File: config.mk
export PLATFORM = sky130hd
export DESIGN_NAME = reg_file
export DESIGN_NICKNAME = d
export VERILOG_FILES = /design/src/rtl/reg_file.sv
export SDC_FILE = /design/constraint.sdc
export NUM_CORES = 2
export LEC_CHECK = 0
export CELL_PAD_IN_SITES_DETAIL_PLACEMENT = 0
export CELL_PAD_IN_SITES_GLOBAL_PLACEMENT = 1
export CORE_UTILIZATION = 35
export CTS_CLUSTER_DIAMETER = 200
export DETAILED_ROUTE_END_ITERATION = 8
export PLACE_DENSITY = 0.63
export REMOVE_ABC_BUFFERS = 1
export SYNTH_ARGS = -nofsm -noshare
export SYNTH_HDL_FRONTEND = slang
export SYNTH_SLANG_ARGS = --single-unit
File: constraint.sdc
create_clock -name clk -period 15 [get_ports clk]
set_input_delay 4.5 -clock clk [delete_from_list [all_inputs] [get_ports clk]]
set_output_delay 4.5 -clock clk [all_outputs]
set_load 0.1 [all_outputs]
File: src/rtl/reg_file.sv
// Two-read, one-write register file with byte enables, optional
// hardwired-zero register 0 and optional same-cycle write forwarding.
module reg_file #(
    parameter int WIDTH    = 32,
    parameter int DEPTH    = 32,
    parameter int ADDR_W   = 5,
    parameter int ZERO_REG = 1,
    parameter int BYPASS   = 1
) (
    input  logic                 clk,
    input  logic                 reset,
    input  logic                 we,
    input  logic [ADDR_W-1:0]    waddr,
    input  logic [WIDTH-1:0]     wdata,
    input  logic [WIDTH/8-1:0]   wbe,
    input  logic [ADDR_W-1:0]    raddr_a,
    output logic [WIDTH-1:0]     rdata_a,
    input  logic [ADDR_W-1:0]    raddr_b,
    output logic [WIDTH-1:0]     rdata_b
);

    localparam int NB = WIDTH / 8;

    logic [WIDTH-1:0] regs_q [DEPTH];
    logic [WIDTH-1:0] bmask;
    logic [WIDTH-1:0] wmerge_d;
    logic             wzero;
    logic             wr_en;

    always_comb begin
        bmask = '0;
        for (int b = 0; b < NB; b++) begin
            bmask[8*b +: 8] = {8{wbe[b]}};
        end
    end

    // Writes to a hardwired-zero register 0 are dropped entirely.
    assign wzero = (ZERO_REG != 0) && (waddr == '0);
    assign wr_en = we && (|wbe) && !wzero;
    assign wmerge_d = (regs_q[waddr] & ~bmask) | (wdata & bmask);

    always_ff @(posedge clk or negedge reset) begin
        if (!reset) begin
            for (int i = 0; i < DEPTH; i++) begin
                regs_q[i] <= '0;
            end
        end else if (wr_en) begin
            regs_q[waddr] <= wmerge_d;
        end
    end

    always_comb begin
        rdata_a = regs_q[raddr_a];
        if ((BYPASS != 0) && wr_en && (raddr_a == waddr)) begin
            rdata_a = (rdata_a & ~bmask) | (wdata & bmask);
        end
        if (!reset || ((ZERO_REG != 0) && (raddr_a == '0))) begin
            rdata_a = '0;
        end
    end

    always_comb begin
        rdata_b = regs_q[raddr_b];
        if ((BYPASS != 0) && wr_en && (raddr_b == waddr)) begin
            rdata_b = (rdata_b & ~bmask) | (wdata & bmask);
        end
        if (!reset || ((ZERO_REG != 0) && (raddr_b == '0))) begin
            rdata_b = '0;
        end
    end

endmodule
# == Word-level counts from Yosys, hierarchy flattened ==
# Index checks and enable logic that the tools add are counted.
# op_classes
n_mux,16
n_eq_ne,2
n_reduce_logical,13
magnitude_cmp,4
n_bitwise,11
# ops
op,count
$bwmux 1024,1
$bmux 32 s5,3
$mux 32,11
$demux 32 s5,1
$and 32x32->32,4
$or 32x32->32,3
$not 32->32,1
$ge 6x6->1 const B,3
$not 5->6,3
$logic_not 5->1,3
$eq 5x5->1,2
$lt 6x1->1 const B,1
$logic_and 1x1->1,5
$reduce_or 4->1,1
$logic_not 1->1,2
$logic_or 1x1->1,2
# totals
elab_cells,78
inputBits,54
register_bits,1024

# == Logic depth before layout (Yosys ltp) ==
# depth
word_depth,8
mapped_depth,12

# == Worst setup path before layout ==
# OpenSTA, ideal clock, no wires.
# synth_timing
kind,input to output
startpoint,in waddr[3]
endpoint,out rdata_b[29]
required_time_ns,10.500
arrival_time_ns,8.269
setup_slack_ns,2.231
path_stages,8
path_buffers,4
cell_sequence,buf_2 > clkbuf_1 > clkbuf_1 > xnor2_1 > nand3_2 > buf_2 > or3_1 > o31ai_1
# synth_via
elab_chain_cells,6
word_cells_on_any_way,7
# synth_lines
item,line_no,rtl
from (decl),13,"input logic [ADDR_W-1:0] waddr,"
$logic_not 5->1,38,assign wzero = (ZERO_REG != 0) && (waddr == '0);
$logic_not 1->1,39,assign wr_en = we && (|wbe) && !wzero;
$logic_and 1x1->1,39,
$logic_and 1x1->1 *,64,if ((BYPASS != 0) && wr_en && (raddr_b == waddr)) begin
$mux 32 *,64,
$mux 32 *,67,if (!reset || ((ZERO_REG != 0) && (raddr_b == '0))) begin
to (decl),19,output logic [WIDTH-1:0] rdata_b
# Every way passes the cells marked *; elsewhere a longest branch is shown, timed or not.

# == Worst setup path in the final report ==
# layout_timing
startpoint,in wbe[3]
endpoint,out rdata_b[13]
# layout_via
elab_chain_cells,6
# layout_lines
item,line_no,rtl
from (decl),15,"input logic [WIDTH/8-1:0] wbe,"
$reduce_or 4->1,39,
$logic_and 1x1->1 (2 in series),39,
$logic_and 1x1->1,64,
$mux 32,64,
$mux 32,67,
# No other way between the ends.

==> run_results.csv <==
group,metric,value,unit
outcome,status,"complete, but fails checks",
outcome,failed_checks,"max-capacitance violations, max-slew violations",
worst_setup_path,worstPathRequired,10.50,ns
die,io_pins,118,
cts,clkSlewWorstSetupHoldPaths,0.06,ns
placed_design,port_buffers,117,
synthesis,yosys.cell_types.count,89,
detailed_routing,drt-initial-drc-count,6438,
synthesis,netlist.area_leader.share,0.407,
timing,relSlewSlack,-0.0141,
final_layout,utilization,0.394,
detailed_routing,routed_wl,280,mm
synthesis,synth_top_flop_cell,"dfrtp_1",
detailed_routing,vias,50800,
run,drv_cap,1,
detailed_routing,first_pass_iters,8,
cts,ctsResizeCount,0,
final_layout,reg.largest.list,"regs_q: 1024 flops",
grt,grt_max_degree,162,
timing,worst_pin_slew,1.52,ns
grt,first_global_vias,49100,
grt,grt_antenna_before_repair,14,
die,rows,155,
timing,slew_violations,15,
cts,cts-root-buf,"clkbuf_16",
final_layout,layout-drive-gt1-share,0.293,
synthesis,synth-warning-count,0,
detailed_routing,vias_per_cell,6.59,
worst_setup_path,critPathCaptureType,"output port",
synthesis,yosysMostFrequentCell,"dfrtp_1",
final_layout,final_cell_count_no_fill,7705,
detailed_routing,ant_nets,0,
worst_setup_path,crit_fanout,17,
final_layout,largest_register,"regs_q",
synthesis,async_flop_share,1.00,
timing,finalWorstSetupSlack,1.67,ns
synthesis,synthTopCellsByCount,"dfrtp_1, nand2_1, mux4_2",
timing,finalSetupTns,0,ns
worst_setup_path,worst-path-buf-inv,3,
final_layout,num-nets-final,5312,
synthesis,syn_avg_cell_area,11.6,µm²
worst_setup_path,critPathKind,"in2out",
placed_design,dp_cells,7492,
final_layout,fillers,17200,
cts,cts.path.max_buffers,3,
power,power.density,131,nW/µm²
detailed_routing,drc,0,
timing,final_hold_viol_count,0,
cts,cts_max_level,3,
worst_setup_path,crit_top_cell,"buf_4",
grt,grt_util_all_layers,0.306,
timing,period_needed,13.33,ns
worst_setup_path,slowest_stage,"o31ai_4",
final_layout,largest_reg_flops,1024,
cts,cts_hold_buf,0,
cts,clk_latency,0.77,ns
timing,final-setup-viol-count,0,
timing,fin_crit_sh,0.889,
die,die_x,426,µm
timing,finalClockSkew,0.0339,ns
die,coreArea,178000,µm²
power,leakagePower,28.6,nW
synthesis,ys_ff_latch,1024,
worst_setup_path,path_cells,"clkdlybuf4s50_1 > buf_4 > o41a_1 > o2111ai_2 > o31ai_4 > a21oi_1 > a221o_1 > buf_4",
final_layout,syn2layout_area_growth,11.8,%
die,die_area,181000,µm²
placed_design,dpl.hpwl,171,mm
worst_setup_path,path_delay_family,"compound AO/OA/AOI/OAI gates",
grt,grt_pass1_wl,392,mm
synthesis,synthTopCellsByArea,"dfrtp_1, mux4_2, nand2_1",
min_path,min_path_type,"reg2reg",
worst_setup_path,critical_path.max_stage_delay,1.18,ns
power,ir_drop,0.0000994,V
timing,clock.fmax,75.0,MHz
cts,post_cts_buffers,0,
worst_setup_path,arrival,8.83,ns
worst_setup_path,cp-start-kind,"primary input",
detailed_routing,post_drt_wl_per_cell,36.4,µm
die,start_util,0.353,
synthesis,syn_area,62900,µm²
power,totalPowerFinal,9.24,mW
synthesis,synth-seq-area-share,0.407,
placed_design,pre_cts_ws,1.98,ns
placed_design,gp_congestion,0.902,
timing,holdWs,0.415,ns
placed_design,placed_cell_area,66300,µm²
grt,overflow,0,
timing,rsz0062_at_grt,"false",
cts,tritoncts,"done",
synthesis,synth_edf_count,0,
final_layout,postLayoutCellArea,70300,µm²
cts,cts_sinks,1024,
die,fp.dieH,426,µm
cts,cts_inserted_buffers,117,
synthesis,syn_inst,5424,
synthesis,synth_top_cell_by_area,"dfrtp_1",
## area by class of cell
cell class | instances | area (µm²) | area share
tap | 2355 | 2950 | 0.0419
timing repair buffer | 321 | 2750 | 0.0392
multi-input combinational | 3777 | 35000 | 0.497
antenna | 4 | 10.0 | 0.000142
inverter | 17 | 63.8 | 0.000908
clock buffer | 174 | 3520 | 0.0500
sequential | 1024 | 25600 | 0.364
clock inverter | 33 | 415 | 0.00591
## power breakdown
part | switching [mW] | total [mW] | internal (mW)
clock | 1.26 | 3.03 | 1.77
sequential | 0.527 | 3.83 | 3.30
combinational | 1.25 | 2.39 | 1.13
## per-layer routing
metal / routed length (µm) / track usage / part of all wire
met1: 107000 / 0.395 / 0.38
met2: 125000 / 0.464 / 0.45
met3: 28600 / 0.0780 / 0.10
met4: 19500 / 0.185 / 0.070
met5: 64 / 0 / 0.00023
## cell usage in the layout (no fill, tap or decap), types with 11 or more instances in the layout
cell             synthesis  layout
dfrtp_1               1024    1024
nand2_1                855     837
mux4_2                 695     695
o21ai_0                600     597
a22oi_1                281     281
mux2_2                 268     268
buf_4                   13     254
nor2_1                 207     186
a21oi_1                180     178
mux2i_1                175     174
clkbuf_16                0     121
o31ai_1                 85      84
a221oi_1                44      44
clkdlybuf4s50_1          0      39
a221o_1                 35      35
clkbuf_8                 0      29
a31oi_1                 33      27
nand3_1                 24      24
clkbuf_1               372      24
clkinv_2                 0      23
nor2_2                  14      22
and2_1                  22      20
nand4_1                 18      18
a211o_1                 15      15
nand2_2                  0      15
buf_12                   2      15
nand2b_1                14      14
nor2_4                   0      13
o22ai_1                 13      11
a211oi_1                11      11
a22o_1                  11      11
## path summary, 6_finish.rpt
check / slack (ns) / start / to / cells after the start
max: 1.67 / wbe[3] / rdata_b[13] / 8
min: 0.41 / regs_q[1021] / regs_q[1021] / 0
max reg2reg: 12.06 / regs_q[751] / regs_q[143] / 5
min reg2reg: 0.41 / regs_q[1021] / regs_q[1021] / 0
max in group asynchronous: 7.61 / reset / regs_q[979] / 5
min in group asynchronous: 3.59 / reset / regs_q[368] / 1
## cells by family (layout without fill, tap and decap cells)
family	count (synthesis)	in the layout	synth area share
other	0	4	0
DFF	1024	1024	0.407
buffers and inverters	623	545	0.0448
muxes	1138	1138	0.325
xor gates and xnor gates	10	10	0.00151
AOI/OAI and AO/OA	1397	1397	0.140
and+or+nand+nor	1232	1232	0.0816
Note: power is estimated with default switching activity, not from simulation.
